### src/rtl/down_counter_pkg.sv
`default_nettype none
// ============================================================================
// Module   : down_counter_pkg
// Brief    : Shared types and defaults for the loadable down counter.
// Revision : 1.0 - initial release
// ============================================================================
package down_counter_pkg;

    localparam int c_WIDTH_DEFAULT    = 3;
    localparam int c_PRESCALE_DEFAULT = 4;

    typedef enum logic [1:0] {
        IDLE = 2'd0,
        RUN  = 2'd1,
        DONE = 2'd2
    } state_t;

endpackage : down_counter_pkg
`default_nettype wire

### src/rtl/down_counter_ctl_if.sv
`default_nettype none
// ============================================================================
// Module   : down_counter_ctl_if
// Brief    : Control/status bundle between a controller and the down counter.
// Revision : 1.0 - initial release
// ============================================================================
interface down_counter_ctl_if
    import down_counter_pkg::*;
#(
    parameter int WIDTH = c_WIDTH_DEFAULT
);
    logic             load;
    logic [WIDTH-1:0] load_val;
    logic             en;
    logic             auto_reload;
    logic [WIDTH-1:0] count_out;
    logic             tc;
    logic             busy;
    logic             done;

    modport master (
        output load, load_val, en, auto_reload,
        input  count_out, tc, busy, done
    );

    modport slave (
        input  load, load_val, en, auto_reload,
        output count_out, tc, busy, done
    );
endinterface : down_counter_ctl_if
`default_nettype wire

### src/rtl/downcnt_prescaler.sv
`default_nettype none
// ============================================================================
// Module   : downcnt_prescaler
// Brief    : Emits a one-cycle tick on every PRESCALE-th enabled cycle.
// Revision : 1.0 - initial release
// ============================================================================
module downcnt_prescaler
    import down_counter_pkg::*;
#(
    parameter int PRESCALE = c_PRESCALE_DEFAULT
) (
    input  wire logic clk,
    input  wire logic reset,
    input  wire logic clr,
    input  wire logic en,
    output logic      tick
);
    // A prescale of 1 still needs a one-bit counter to stay legal.
    localparam int c_PRE_W = (PRESCALE > 1) ? $clog2(PRESCALE) : 1;
    localparam logic [c_PRE_W-1:0] c_LAST = c_PRE_W'(PRESCALE - 1);

    logic [c_PRE_W-1:0] r_cnt;
    logic               w_last;

    assign w_last = (r_cnt == c_LAST);
    assign tick   = en && w_last;

    always_ff @(posedge clk) begin
        if (!reset || clr) begin
            r_cnt <= '0;
        end else if (en) begin
            r_cnt <= w_last ? '0 : r_cnt + c_PRE_W'(1);
        end
    end
endmodule : downcnt_prescaler
`default_nettype wire

### src/rtl/down_counter_ctl.sv
`default_nettype none
// ============================================================================
// Module   : down_counter_ctl
// Brief    : Loadable down counter with terminal-count pulse, one-shot and
//            auto-reload modes. Define DOWNCNT_PRESCALE_EN to slow the count
//            by PRESCALE enabled cycles per decrement.
// Revision : 1.0 - initial release
// ============================================================================
module down_counter_ctl
    import down_counter_pkg::*;
#(
    parameter int               WIDTH          = c_WIDTH_DEFAULT,
    parameter logic [WIDTH-1:0] RELOAD_DEFAULT = '1
`ifdef DOWNCNT_PRESCALE_EN
    ,
    parameter int               PRESCALE       = c_PRESCALE_DEFAULT
`endif
) (
    input  wire logic         clk,
    input  wire logic         reset,
    down_counter_ctl_if.slave bus
);
    state_t           r_state, w_state_nxt;
    logic [WIDTH-1:0] r_count, w_count_nxt;
    logic [WIDTH-1:0] r_reload, w_reload_nxt;
    logic             r_tc, w_tc_nxt;
    logic             w_tick;

`ifdef DOWNCNT_PRESCALE_EN
    logic w_pre_clr;
    logic w_pre_en;

    // Restart the prescale phase on any load or any start from IDLE.
    assign w_pre_clr = bus.load || ((r_state == IDLE) && bus.en);
    assign w_pre_en  = bus.en && (r_state == RUN);

    downcnt_prescaler #(
        .PRESCALE (PRESCALE)
    ) u_prescaler (
        .clk   (clk),
        .reset (reset),
        .clr   (w_pre_clr),
        .en    (w_pre_en),
        .tick  (w_tick)
    );
`else
    assign w_tick = 1'b1;
`endif

    always_ff @(posedge clk) begin
        if (!reset) begin
            r_state  <= IDLE;
            r_count  <= RELOAD_DEFAULT;
            r_reload <= RELOAD_DEFAULT;
            r_tc     <= 1'b0;
        end else begin
            r_state  <= w_state_nxt;
            r_count  <= w_count_nxt;
            r_reload <= w_reload_nxt;
            r_tc     <= w_tc_nxt;
        end
    end

    always_comb begin
        w_state_nxt  = r_state;
        w_count_nxt  = r_count;
        w_reload_nxt = r_reload;
        w_tc_nxt     = 1'b0;

        if (bus.load) begin
            // Load wins in every state and never produces a terminal pulse.
            w_count_nxt  = bus.load_val;
            w_reload_nxt = bus.load_val;
            w_state_nxt  = (bus.load_val != '0) ? RUN : DONE;
        end else begin
            case (r_state)
                IDLE: begin
                    if (bus.en) begin
                        w_state_nxt = (r_count != '0) ? RUN : DONE;
                    end
                end
                RUN: begin
                    if (bus.en && w_tick) begin
                        if (r_count > WIDTH'(1)) begin
                            w_count_nxt = r_count - WIDTH'(1);
                        end else if (r_count == WIDTH'(1)) begin
                            w_count_nxt = '0;
                            w_tc_nxt    = 1'b1;
                            if (!bus.auto_reload) begin
                                w_state_nxt = DONE;
                            end
                        end else begin
                            // Zero in RUN means the wrap step of auto-reload.
                            w_count_nxt = r_reload;
                            if (r_reload == '0) begin
                                w_state_nxt = DONE;
                            end
                        end
                    end
                end
                DONE: begin
                    w_state_nxt = DONE;
                end
                default: begin
                    w_state_nxt = IDLE;
                end
            endcase
        end
    end

    assign bus.count_out = r_count;
    assign bus.tc        = r_tc;
    assign bus.busy      = (r_state == RUN);
    assign bus.done      = (r_state == DONE);
endmodule : down_counter_ctl
`default_nettype wire

### src/flat_wrapper.sv
// flat-port wrapper written by rule: the top's interface ports become plain ports
module down_counter_ctl_flat import down_counter_pkg::*;
#(
    parameter int               WIDTH          = c_WIDTH_DEFAULT,
    parameter logic [WIDTH-1:0] RELOAD_DEFAULT = '1

)
  (clk, reset, bus_load, bus_load_val, bus_en, bus_auto_reload, bus_count_out, bus_tc, bus_busy, bus_done);
  down_counter_ctl_if #(.WIDTH(WIDTH)) bus_i ();
  input  wire logic clk;
  input  wire logic reset;
  input wire logic [$bits(bus_i.load)-1:0] bus_load;
  input wire logic [$bits(bus_i.load_val)-1:0] bus_load_val;
  input wire logic [$bits(bus_i.en)-1:0] bus_en;
  input wire logic [$bits(bus_i.auto_reload)-1:0] bus_auto_reload;
  output wire logic [$bits(bus_i.count_out)-1:0] bus_count_out;
  output wire logic [$bits(bus_i.tc)-1:0] bus_tc;
  output wire logic [$bits(bus_i.busy)-1:0] bus_busy;
  output wire logic [$bits(bus_i.done)-1:0] bus_done;
  assign bus_i.load = bus_load;
  assign bus_i.load_val = bus_load_val;
  assign bus_i.en = bus_en;
  assign bus_i.auto_reload = bus_auto_reload;
  assign bus_count_out = bus_i.count_out;
  assign bus_tc = bus_i.tc;
  assign bus_busy = bus_i.busy;
  assign bus_done = bus_i.done;
  down_counter_ctl #(.WIDTH(WIDTH), .RELOAD_DEFAULT(RELOAD_DEFAULT)) u_core (.clk(clk), .reset(reset), .bus(bus_i));
endmodule
### config.mk
export PLATFORM = sky130hd
export DESIGN_NAME = down_counter_ctl_flat
export DESIGN_NICKNAME = d
export VERILOG_FILES = /design/src/rtl/down_counter_pkg.sv /design/src/rtl/down_counter_ctl_if.sv /design/src/rtl/downcnt_prescaler.sv /design/src/rtl/down_counter_ctl.sv /design/src/flat_wrapper.sv
export SDC_FILE = /design/constraint.sdc
export NUM_CORES = 1
export LEC_CHECK = 0
export BUFFER_PORTS_ARGS = -buffer_cell sky130_fd_sc_hd__clkbuf_2
export CAP_MARGIN = 10
export CORE_AREA = 5 5 42 44
export CTS_BUF_LIST = sky130_fd_sc_hd__clkbuf_16
export DETAILED_ROUTE_END_ITERATION = 10
export DIE_AREA = 0 0 47 49
export PLACE_DENSITY = 0.66
export SYNTH_ARGS = -nofsm -noshare
export SYNTH_HDL_FRONTEND = slang
export SYNTH_SLANG_ARGS = --single-unit
### constraint.sdc
create_clock -name clk -period 4.1 [get_ports clk]
set_clock_uncertainty 0.2 [all_clocks]
set_input_delay 0 -clock clk [delete_from_list [all_inputs] [get_ports clk]]
set_output_delay 0 -clock clk [all_outputs]
set_load 0.05 [all_outputs]
==> results of run 1 <==
[registers in the layout (all words and copies together) (netlist names)]
| name | flops |
|---|---|
| u_core.bus.count_out | 3 |
| u_core.bus.tc | 1 |
| u_core.r_reload | 3 |
| u_core.r_state | 2 |
[what timing repair did]
item	CTS	global route
buffers inserted	0	0
endpoints found under the hold margin	9	0
setup endpoints to repair	0	0
hold buffers	9	0
[through the flow]
step                      utilization, %  cells  hold slack [ns]
after floorplan                        -     68         -0.08169
after global placement             45.89     95          0.05585
after detailed placement           45.89     95          0.05511
after CTS                          57.95    108          0.06299
after global routing               57.95    108          0.08159
final                              57.95    108          0.05861
[layout make-up]
class	count	share of cell area, %
Inverter	7	3.236
Multi-Input combinational cell	50	43.30
Clock inverter	1	0.4622
Clock buffer	3	9.245
Tap cell	16	2.465
Timing Repair Buffer	22	19.11
Sequential cell	9	22.19
[how the worst min path moves through the flow]
stage / startpoint / to / slack [ns] / depth (start not counted)
after floorplan: bus_en / u_core.bus.tc$_SDFF_PP0_ / -0.08 / 2
after global placement: bus_en / u_core.bus.tc$_SDFF_PP0_ / 0.06 / 3
after detailed placement: bus_en / u_core.bus.tc$_SDFF_PP0_ / 0.06 / 3
after CTS: bus_auto_reload / u_core.r_state[0]$_SDFFE_PN0P_ / 0.06 / 4
after global routing: bus_auto_reload / u_core.r_state[0]$_SDFFE_PN0P_ / 0.08 / 4
final: bus_auto_reload / u_core.r_state[0]$_SDFFE_PN0P_ / 0.06 / 4
[power groups by stage]
stage / Sequential (mW) / Clock, mW / Combinational [mW]
after floorplan: 0.116 / 0 / 0.0573
after global placement: 0.109 / 0 / 0.0828
after detailed placement: 0.109 / 0 / 0.0837
after CTS: 0.107 / 0.171 / 0.0908
after global routing: 0.109 / 0.180 / 0.0995
final: 0.108 / 0.171 / 0.0902
[cell families (layout without fill, tap and decap cells)]
logic type / count (synthesis) / in the layout / share of synthesized area [%]
compound gates: 13 / 13 / 14.98
xor+xnor: 1 / 1 / 1.542
fa+ha+maj: 7 / 7 / 15.42
buf+inv: 9 / 33 / 6.387
flops: 9 / 9 / 31.72
mux: 2 / 2 / 3.524
simple gates: 27 / 27 / 26.43
[per-layer routing]
metal | vias to the layer above | wire (um)
met5 | - | 0
met2 | 19 | 668
li1 | 284 | -
met4 | 0 | 17
met3 | 3 | 69
met1 | 266 | 599
[cell usage after synthesis]
master	n	area, um2
sky130_fd_sc_hd__dfxtp_1	9	180.2
sky130_fd_sc_hd__nand2_1	8	30.03
sky130_fd_sc_hd__ha_1	7	87.58
sky130_fd_sc_hd__inv_1	6	22.52
sky130_fd_sc_hd__a21oi_1	5	25.02
sky130_fd_sc_hd__nand2b_1	3	18.77
sky130_fd_sc_hd__nand3_1	3	15.01
sky130_fd_sc_hd__nor2_1	3	11.26
sky130_fd_sc_hd__nor3_1	3	15.01
sky130_fd_sc_hd__buf_2	2	10.01
sky130_fd_sc_hd__mux2i_1	2	20.02
sky130_fd_sc_hd__o2111ai_1	2	17.52
sky130_fd_sc_hd__o21ai_0	2	10.01
sky130_fd_sc_hd__a211oi_1	1	7.510
sky130_fd_sc_hd__and2b_1	1	7.510
sky130_fd_sc_hd__and3_1	1	6.260
sky130_fd_sc_hd__clkinv_1	1	3.750
sky130_fd_sc_hd__nand2b_4	1	13.76
sky130_fd_sc_hd__nand3b_1	1	7.510
sky130_fd_sc_hd__nor3_2	1	10.01
sky130_fd_sc_hd__nor4b_1	1	8.760
sky130_fd_sc_hd__o21ai_1	1	5.000
sky130_fd_sc_hd__o311ai_1	1	8.760
sky130_fd_sc_hd__o32a_2	1	11.26
sky130_fd_sc_hd__or3_1	1	6.260
sky130_fd_sc_hd__xnor2_1	1	8.760
[worst min-delay path, cell delays in order]
cell and delay [ns]:
sky130_fd_sc_hd__clkbuf_2 0.08, sky130_fd_sc_hd__o21ai_1 0.12, sky130_fd_sc_hd__o32a_2 0.18, sky130_fd_sc_hd__mux2i_1 0.07
==> impl_metrics.sql, run 1 <==
INSERT INTO impl_metrics (metric_group, metric, value, unit) VALUES
('finish', 'mostFrequentLayoutCell', 'sky130_fd_sc_hd__clkbuf_2', ''),
('die', 'floorplan.rows', '14', ''),
('sta', 'fin_ws', '2.295', 'ns'),
('global_routing', 'largest_net_degree_at_the_start_of_global_routing', '13', ''),
('power_and_ir_drop', 'power.share.switching', '29.77', '%'),
('status', 'status', 'complete, no violations', ''),
('worst_setup_path', 'critical_path.endpoint_type', 'flip-flop', ''),
('worst_setup_path', 'critical-path-max-stage-delay', '0.54', 'ns'),
('worst_setup_path', 'timing.critical_path.fanout_max', '4', ''),
('cts', 'cts_sinks', '9', ''),
('placement', 'gp_routability_congestion', '0.6994', ''),
('global_routing', 'wire_length_of_the_first_global_routing_pass', '2339', 'um'),
('global_routing', 'gr-usage-all-layers', '13.97', '%'),
('cts', 'cts-root-to-sink-buffers', '2', ''),
('worst_setup_path', 'r2r_cells', '6', ''),
('power_and_ir_drop', 'cellLeakagePower', '0.3945', 'nW'),
('worst_setup_path', 'worstSetupEndpoint', 'u_core.bus.tc$_SDFF_PP0_', ''),
('job', 'max_cap_viol_count', '0', ''),
('finish', 'post_route_cells_drive_above_1_share', '20.65', '%'),
('worst_setup_path', 'number_of_logic_stages_on_the_critical_path_including_buffering', '6', ''),
('finish', 'multiInputGateArea', '351.6', 'um2'),
('yosys', 'post_synth_instance_area', '568.0', 'um2'),
('placement', 'place.detailed.hpwl', '968.6', 'um'),
('die', 'initial_utilization', '40.54', '%'),
('power_and_ir_drop', 'net_sw_power', '0.1099', 'mW'),
('yosys', 'synth_sequential_area_ratio', '31.72', '%'),
('yosys', 'syn-num-nets', '83', ''),
('worst_setup_path', 'cp_required', '4.02', 'ns'),
('detailed_routing', 'final_antenna_violating_net_count', '0', ''),
('detailed_routing', 'via_count', '572', ''),
('worst_setup_path', 'crit_family', 'buffers and inverters', ''),
('yosys', 'synthCells', '68', ''),
('sta', 'setup_tns', '0', 'ns'),
('worst_setup_path', 'r2r_setup_slack', '2.30', 'ns'),
('finish', 'mostFrequentLayoutCells', '13 x sky130_fd_sc_hd__clkbuf_2, 9 x sky130_fd_sc_hd__dlygate4sd3_1, 9 x sky130_fd_sc_hd__dfxtp_1', ''),
('sta', 'timing.final.max_slew_violations', '0', ''),
('sta', 'hold_violations', '0', ''),
('global_routing', 'antenna_found_initial', '0', ''),
('global_routing', 'grt.busiest_layer', 'met2', ''),
('sta', 'final_period_minus_worst_setup_slack', '1.805', 'ns'),
('detailed_routing', 'drt-vias-per-instance', '5.296', ''),
('detailed_routing', 'route.detailed.drc', '0', ''),
('worst_setup_path', 'critical_path_class', 'reg -> reg', ''),
('detailed_routing', 'drt_first_iter_violations', '15', ''),
('finish', 'antennaDiodeCount', '0', ''),
('finish', 'fillers', '137', ''),
('worst_setup_path', 'cp_data_arrival_time', '1.73', 'ns'),
('sta', 'number_of_setup_violations_in_the_final_report', '0', ''),
('cts', 'ctsResizeCount', '0', ''),
('sta', 'final_min_period_over_clock_period', '44.02', '%'),
('global_routing', 'grt_pass1_vias', '569', ''),
('global_routing', 'met2_usage', '23.76', '%'),
('cts', 'clock_latency_on_the_worst_skew_pair', '0.24', 'ns'),
('detailed_routing', 'routed_wirelength', '1354', 'um'),
('finish', 'regArea', '180.2', 'um2'),
('sta', 'rsz_0062_raised_after_global_routing', 'no', ''),
('yosys', 'yosys_warnings', '0', ''),
('detailed_routing', 'detailedRoute.firstPassIterationCount', '4', ''),
('power_and_ir_drop', 'ir_worst_vdd', '0.0002123', 'V'),
('sta', 'worst_slew_pin_slew', '0.3307', 'ns'),
('die', 'die_height', '49', 'um'),
('power_and_ir_drop', 'total_power', '0.3690', 'mW'),
('worst_setup_path', 'path_buf_inv', '2', ''),
('yosys', 'yosysUniqueCellTypes', '26', ''),
('sta', 'max_freq', '0.5541', 'GHz'),
('finish', 'nets', '108', ''),
('worst_setup_path', 'regToRegStartpoint', 'u_core.r_state[1]$_SDFFE_PN0P_', ''),
('die', 'core_area', '1401', 'um2'),
('yosys', 'syn_avg_cell_area', '8.354', 'um2'),
('detailed_routing', 'post_drt_wl_per_cell', '12.54', 'um'),
('global_routing', 'use_met3', '3.321', '%');
Note: power is estimated with default switching activity, not from simulation.
==> inputs of run 2 (changes only) <==
==> constraint.sdc (replaced) <==
create_clock -name clk -period 1.7 [get_ports clk]
set_clock_uncertainty 0.2 [all_clocks]
set_input_delay 0 -clock clk [delete_from_list [all_inputs] [get_ports clk]]
set_output_delay 0 -clock clk [all_outputs]
set_load 0.05 [all_outputs]
==> impl_metrics.sql, run 2 (synthesis results as in run 1) <==
INSERT INTO impl_metrics (metric_group, metric, value, unit) VALUES
('status', 'status', 'complete, no violations', ''),
('sta', 'final_period_minus_worst_setup_slack', '1.569', 'ns'),
('detailed_routing', 'drt-vias-per-instance', '5.231', ''),
('power_and_ir_drop', 'total_power', '0.8862', 'mW'),
('global_routing', 'antenna_found_initial', '0', ''),
('cts', 'cts-root-to-sink-buffers', '2', ''),
('global_routing', 'gr-usage-all-layers', '14.16', '%'),
('worst_setup_path', 'critical_path.slowest_cell', 'sky130_fd_sc_hd__dlygate4sd3_1', ''),
('sta', 'hold_violations', '0', ''),
('finish', 'post_route_cells_drive_above_1_share', '25.00', '%'),
('cts', 'h-tree-depth', '1', ''),
('worst_setup_path', 'sort_of_element_at_the_start_of_the_critical_path', 'input pin', ''),
('detailed_routing', 'via_count', '565', ''),
('placement', 'post_dp_cell_area', '655.6', 'um2'),
('die', 'floorplan.rows', '14', ''),
('cts', 'cts_sinks', '9', ''),
('power_and_ir_drop', 'cellLeakagePower', '0.3914', 'nW'),
('worst_setup_path', 'critical_path.endpoint_type', 'flip-flop', ''),
('sta', 'worst_slew_pin_slew', '0.3558', 'ns'),
('sta', 'fin_ws', '0.1315', 'ns'),
('global_routing', 'largest_net_degree_at_the_start_of_global_routing', '13', ''),
('worst_setup_path', 'cp_required', '1.61', 'ns'),
('hold_path', 'timing.hold.worst.class', 'in -> reg', ''),
('worst_setup_path', 'crit_family', 'buffers and inverters', ''),
('sta', 'setup_tns', '0', 'ns'),
('die', 'die_height', '49', 'um'),
('worst_setup_path', 'cp_data_arrival_time', '1.47', 'ns'),
('power_and_ir_drop', 'ir_worst_vdd', '0.0005621', 'V'),
('finish', 'layout.cell_area.non_filler', '814.5', 'um2'),
('placement', 'placement.io_buffers', '13', ''),
('die', 'core_area', '1401', 'um2'),
('placement', 'pre_cts_slack', '0.1395', 'ns'),
('cts', 'cts_inserted_buffers', '3', ''),
('sta', 'number_of_setup_violations_in_the_final_report', '0', ''),
('cts', 'cts_post_setup_buffers_inserted', '0', ''),
('sta', 'timing.final.max_slew_violations', '0', ''),
('power_and_ir_drop', 'powerDensity', '1088', 'nW/um2'),
('sta', 'max_freq', '0.6375', 'GHz'),
('job', 'max_cap_viol_count', '0', ''),
('finish', 'mostFrequentLayoutCells', '13 x sky130_fd_sc_hd__clkbuf_2, 8 x sky130_fd_sc_hd__nand2_1, 8 x sky130_fd_sc_hd__dlygate4sd3_1', ''),
('cts', 'ctsResizeCount', '0', ''),
('global_routing', 'globalRouteOverflowTotal', '0', ''),
('detailed_routing', 'route.detailed.drc', '0', ''),
('placement', 'gp_routability_congestion', '0.7300', ''),
('die', 'dieArea', '2303', 'um2'),
('die', 'fp.dieW', '47', 'um'),
('detailed_routing', 'routed_wirelength', '1362', 'um'),
('cts', 'clk_pin_slew_worst_paths', '0.04', 'ns'),
('finish', 'fillers', '132', ''),
('cts', 'clock_latency_on_the_worst_skew_pair', '0.23', 'ns'),
('finish', 'antennaDiodeCount', '0', ''),
('sta', 'tightest_slew_margin_relative_to_the_limit', '75.95', '%'),
('worst_setup_path', 'critical_path_class', 'in -> reg', ''),
('die', 'ios', '14', ''),
('detailed_routing', 'post_drt_wl_per_cell', '12.61', 'um'),
('finish', 'syn_to_final_growth', '43.39', '%'),
('detailed_routing', 'final_antenna_violating_net_count', '0', ''),
('detailed_routing', 'detailedRoute.firstPassIterationCount', '4', ''),
('cts', 'cts_tree', 'yes', ''),
('worst_setup_path', 'cp_common_cell', 'sky130_fd_sc_hd__dlygate4sd3_1', ''),
('worst_setup_path', 'cp_cell_sequence', 'dlygate4sd3_1 -> clkbuf_2 -> nand2_1 -> dlygate4sd3_1 -> nand3_1', ''),
('global_routing', 'grt_pass1_vias', '558', ''),
('sta', 'final_min_period_over_clock_period', '92.27', '%'),
('worst_setup_path', 'path_buf_inv', '3', ''),
('finish', 'mostFrequentLayoutCell', 'sky130_fd_sc_hd__clkbuf_2', ''),
('worst_setup_path', 'timing.critical_path.fanout_max', '12', ''),
('worst_setup_path', 'critical-path-max-stage-delay', '0.55', 'ns'),
('cts', 'cts_root_buffer', 'sky130_fd_sc_hd__clkbuf_16', ''),
('finish', 'nets', '108', ''),
('die', 'initial_utilization', '40.54', '%'),
('sta', 'rsz_0062_raised_after_global_routing', 'no', ''),
('global_routing', 'wire_length_of_the_first_global_routing_pass', '2387', 'um'),
('placement', 'place.detailed.hpwl', '947.6', 'um'),
('detailed_routing', 'drt_first_iter_violations', '16', '');
run 2: cell types whose count changed in the layout (fill, tap and decap cells not counted), sizes merged:
| cell | delta |
|---|---|
| dlygate4sd3 | -1 |
| buf | +1 |
run 2: cell type report:
cell class                      instances  area, um2  area share, %
Multi-Input combinational cell         50      354.1          43.47
Inverter                                7      26.28          3.226
Sequential cell                         9      182.7          22.43
Tap cell                               16      20.02          2.458
Clock inverter                          1      3.754         0.4608
Timing Repair Buffer                   22      152.6          18.74
Clock buffer                            3      75.07          9.217
run 2: stage by stage:
| step | instances | utilization [%] | hold slack (ns) |
|---|---|---|---|
| after detailed placement | 96 | 46.79 | 0.05127 |
| after floorplan | 68 | - | -0.08169 |
| after CTS | 108 | 58.13 | 0.06230 |
| after global routing | 108 | 58.13 | 0.08437 |
| after global placement | 96 | 46.79 | 0.04825 |
| final | 108 | 58.13 | 0.06760 |
run 2: worst reg2reg max path: cells and delay by family, from the launching register on:
family	cells	cell delay [ns]
and+or+nand+nor	2	0.32
AOI/OAI and AO/OA	1	0.32
buffers and inverters	1	0.08
DFF	1	0.33
adders and majority gates	1	0.20
run 2: routing by layer:
metal | track usage [%] | part of all wire [%]
met3 | 4.428 | 5.9
met1 | 17.84 | 45
met5 | 0 | 0
met4 | 8.295 | 2.3
met2 | 20.36 | 46
run 2: path summary, 6_finish.rpt:
path                                                      start                                   end  slack (ns)  cells after the start
worst min register to register  u_core.r_reload[0]$_SDFFE_PN1P_       u_core.r_reload[0]$_SDFFE_PN1P_        0.28                      2
worst max register to register   u_core.r_state[1]$_SDFFE_PN0P_  u_core.bus.count_out[0]$_SDFFE_PN1P_        0.15                      5
worst min-delay path                            bus_auto_reload        u_core.r_state[0]$_SDFFE_PN0P_        0.07                      4
worst max-delay path                                   bus_load       u_core.r_reload[2]$_SDFFE_PN1P_        0.13                      5
run 2: timing repair:
item / in CTS / in global routing
hold endpoints to repair: 9 / 0
hold buffers: 8 / 0
setup endpoints to repair: 0 / 0
run 2: power by group:
| group | switching, mW | internal (mW) | leakage [nW] |
|---|---|---|---|
| clock network | 0.0993 | 0.307 | 0.0423 |
| logic | 0.135 | 0.0860 | 0.275 |
| registers | 0.0254 | 0.234 | 0.0742 |
| total | 0.259 | 0.627 | 0.391 |
==> inputs of run 3 (changes only) <==
--- a/config.mk
+++ b/config.mk
@@ -11,7 +11,7 @@
 export CTS_BUF_LIST = sky130_fd_sc_hd__clkbuf_16
 export DETAILED_ROUTE_END_ITERATION = 10
 export DIE_AREA = 0 0 47 49
-export PLACE_DENSITY = 0.66
+export PLACE_DENSITY = 0.69
 export SYNTH_ARGS = -nofsm -noshare
 export SYNTH_HDL_FRONTEND = slang
 export SYNTH_SLANG_ARGS = --single-unit
==> constraint.sdc (replaced) <==
create_clock -name clk -period 1.3 [get_ports clk]
set_clock_uncertainty 0.2 [all_clocks]
set_input_delay 0 -clock clk [delete_from_list [all_inputs] [get_ports clk]]
set_output_delay 0 -clock clk [all_outputs]
set_load 0.05 [all_outputs]
==> impl_metrics.sql, run 3 (synthesis results as in run 1) <==
INSERT INTO impl_metrics (metric_group, metric, value, unit) VALUES
('status', 'status', 'complete, but fails checks', ''),
('status', 'violations', 'hold timing, setup timing', ''),
('sta', 'worst_slew_pin_slew', '0.3633', 'ns'),
('hold_path', 'timing.hold.worst.class', 'in -> reg', ''),
('global_routing', 'gr-usage-all-layers', '14.90', '%'),
('finish', 'utilization', '74.38', '%'),
('global_routing', 'globalRouteOverflowTotal', '0', ''),
('die', 'core_area', '1401', 'um2'),
('placement', 'placement.io_buffers', '13', ''),
('worst_setup_path', 'critical_path_class', 'reg -> reg', ''),
('global_routing', 'largest_net_degree_at_the_start_of_global_routing', '9', ''),
('sta', 'number_of_setup_violations_in_the_final_report', '7', ''),
('worst_setup_path', 'critical_path.endpoint_type', 'flip-flop', ''),
('finish', 'layout.cell_area.non_filler', '1042', 'um2'),
('die', 'floorplan.rows', '14', ''),
('detailed_routing', 'final_antenna_violating_net_count', '0', ''),
('detailed_routing', 'via_count', '598', ''),
('cts', 'cts-root-to-sink-buffers', '2', ''),
('global_routing', 'grt_pass1_vias', '609', ''),
('detailed_routing', 'drt-vias-per-instance', '4.942', ''),
('sta', 'fin_hold_ws', '-0.05925', 'ns'),
('sta', 'final_period_minus_worst_setup_slack', '1.485', 'ns'),
('worst_setup_path', 'critical_path.slowest_cell', 'sky130_fd_sc_hd__dfxtp_2', ''),
('power_and_ir_drop', 'cellLeakagePower', '0.4748', 'nW'),
('finish', 'post_route_cells_drive_above_1_share', '51.43', '%'),
('sta', 'max_freq', '0.6733', 'GHz'),
('finish', 'antennaDiodeCount', '0', ''),
('die', 'initial_utilization', '40.54', '%'),
('die', 'fp.dieW', '47', 'um'),
('global_routing', 'antenna_found_initial', '0', ''),
('cts', 'cts_tree', 'yes', ''),
('placement', 'post_dp_cell_area', '782.0', 'um2'),
('power_and_ir_drop', 'ir_worst_vdd', '0.0009903', 'V'),
('detailed_routing', 'drt_first_iter_violations', '4', ''),
('worst_setup_path', 'timing.critical_path.fanout_max', '3', ''),
('power_and_ir_drop', 'total_power', '1.338', 'mW'),
('detailed_routing', 'routed_wirelength', '1701', 'um'),
('worst_setup_path', 'cp_data_arrival_time', '1.42', 'ns'),
('cts', 'clk_pin_slew_worst_paths', '0.04', 'ns'),
('sta', 'timing.final.max_slew_violations', '0', ''),
('cts', 'cts_root_buffer', 'sky130_fd_sc_hd__clkbuf_16', ''),
('global_routing', 'wire_length_of_the_first_global_routing_pass', '2546', 'um'),
('cts', 'h-tree-depth', '1', ''),
('finish', 'syn_to_final_growth', '83.48', '%'),
('sta', 'tightest_slew_margin_relative_to_the_limit', '75.44', '%'),
('power_and_ir_drop', 'powerDensity', '1283', 'nW/um2'),
('finish', 'mostFrequentLayoutCell', 'sky130_fd_sc_hd__buf_4', ''),
('placement', 'place.detailed.hpwl', '1066', 'um'),
('cts', 'cts_sinks', '9', ''),
('cts', 'clock_latency_on_the_worst_skew_pair', '0.23', 'ns'),
('worst_setup_path', 'cp_cell_sequence', 'inv_4 -> ha_4 -> and2b_2 -> buf_4 -> nand3_2 -> o311ai_1', ''),
('detailed_routing', 'detailedRoute.firstPassIterationCount', '3', ''),
('sta', 'rsz_0062_raised_after_global_routing', 'yes', ''),
('cts', 'cts_inserted_buffers', '3', ''),
('detailed_routing', 'post_drt_wl_per_cell', '14.06', 'um'),
('finish', 'mostFrequentLayoutCells', '14 x sky130_fd_sc_hd__buf_4, 10 x sky130_fd_sc_hd__clkbuf_2, 8 x sky130_fd_sc_hd__dlygate4sd3_1', ''),
('worst_setup_path', 'cp_required', '1.24', 'ns'),
('finish', 'nets', '121', ''),
('finish', 'fillers', '104', ''),
('worst_setup_path', 'crit_family', 'flip-flops', ''),
('worst_setup_path', 'critical-path-max-stage-delay', '0.32', 'ns'),
('job', 'max_cap_viol_count', '0', ''),
('sta', 'final_min_period_over_clock_period', '114.2', '%'),
('die', 'ios', '14', ''),
('sta', 'fin_ws', '-0.1852', 'ns'),
('sta', 'hold_violations', '2', ''),
('worst_setup_path', 'sort_of_element_at_the_start_of_the_critical_path', 'flip-flop', ''),
('die', 'dieArea', '2303', 'um2'),
('die', 'die_height', '49', 'um'),
('detailed_routing', 'route.detailed.drc', '0', ''),
('worst_setup_path', 'path_buf_inv', '2', ''),
('placement', 'gp_routability_congestion', '0.7551', '');
-- run 3: cell types whose count changed in the layout (fill, tap and decap cells not counted), sizes merged --
cell / previous run / this run
buf: 1 / 14
-- run 3: final cells by class --
type	count	area, um2	area share (%)
multi-input combinational	50	447.9	42.98
inverter	7	33.78	3.241
sequential	9	191.4	18.37
tap	16	20.02	1.921
clock inverter	1	3.754	0.3601
clock buffer	3	75.07	7.203
timing repair buffer	35	270.3	25.93
-- run 3: tightest hold or removal path: stages --
cell and delay, ns:
sky130_fd_sc_hd__clkbuf_4 0.12, sky130_fd_sc_hd__clkinv_1 0.05, sky130_fd_sc_hd__or3_1 0.10, sky130_fd_sc_hd__mux2i_1 0.06
-- run 3: layer usage --
| layer | wire [um] | up-vias | GRT usage (%) |
|---|---|---|---|
| li1 | - | 311 | - |
| met1 | 795 | 276 | 17.96 |
| met2 | 822 | 11 | 24.21 |
| met3 | 83 | 0 | 5.535 |
| met4 | 0 | 0 | 3.687 |
| met5 | 0 | - | 0 |
-- run 3: path summary, 6_finish.rpt --
kind | from | to | slack (ns) | cells past startpoint
min | reset | u_core.r_state[0]$_SDFFE_PN0P_ | -0.06 | 4
max | u_core.r_state[1]$_SDFFE_PN0P_ | u_core.bus.count_out[0]$_SDFFE_PN1P_ | -0.19 | 6
max reg2reg | u_core.r_state[1]$_SDFFE_PN0P_ | u_core.bus.count_out[0]$_SDFFE_PN1P_ | -0.19 | 6
min reg2reg | u_core.r_reload[0]$_SDFFE_PN1P_ | u_core.r_reload[0]$_SDFFE_PN1P_ | 0.33 | 2
-- run 3: repair_timing --
action	CTS	global route
gates resized for setup	7	12
endpoints found under the hold margin	9	6
buffers inserted	0	3
pin swaps	2	4
hold buffers	5	3
setup endpoints to repair	7	7
-- run 3: per-stage QoR --
step | setup WS (ns) | cells | setup TNS (ns)
finish | -0.1852 | 121 | -1.008
global route | -0.2640 | 121 | -1.346
CTS | -0.1445 | 115 | -0.6448
detailed placement | -0.1597 | 106 | -0.5357
global placement | -0.1520 | 106 | -0.4987
floorplan | -0.1863 | 68 | -0.6990
-- run 3: power breakdown --
part           internal, mW  switching (mW)  total, mW
clock                 0.402           0.138      0.540
sequential            0.308          0.0405      0.349
combinational         0.220           0.228      0.449
total                 0.931           0.407       1.34
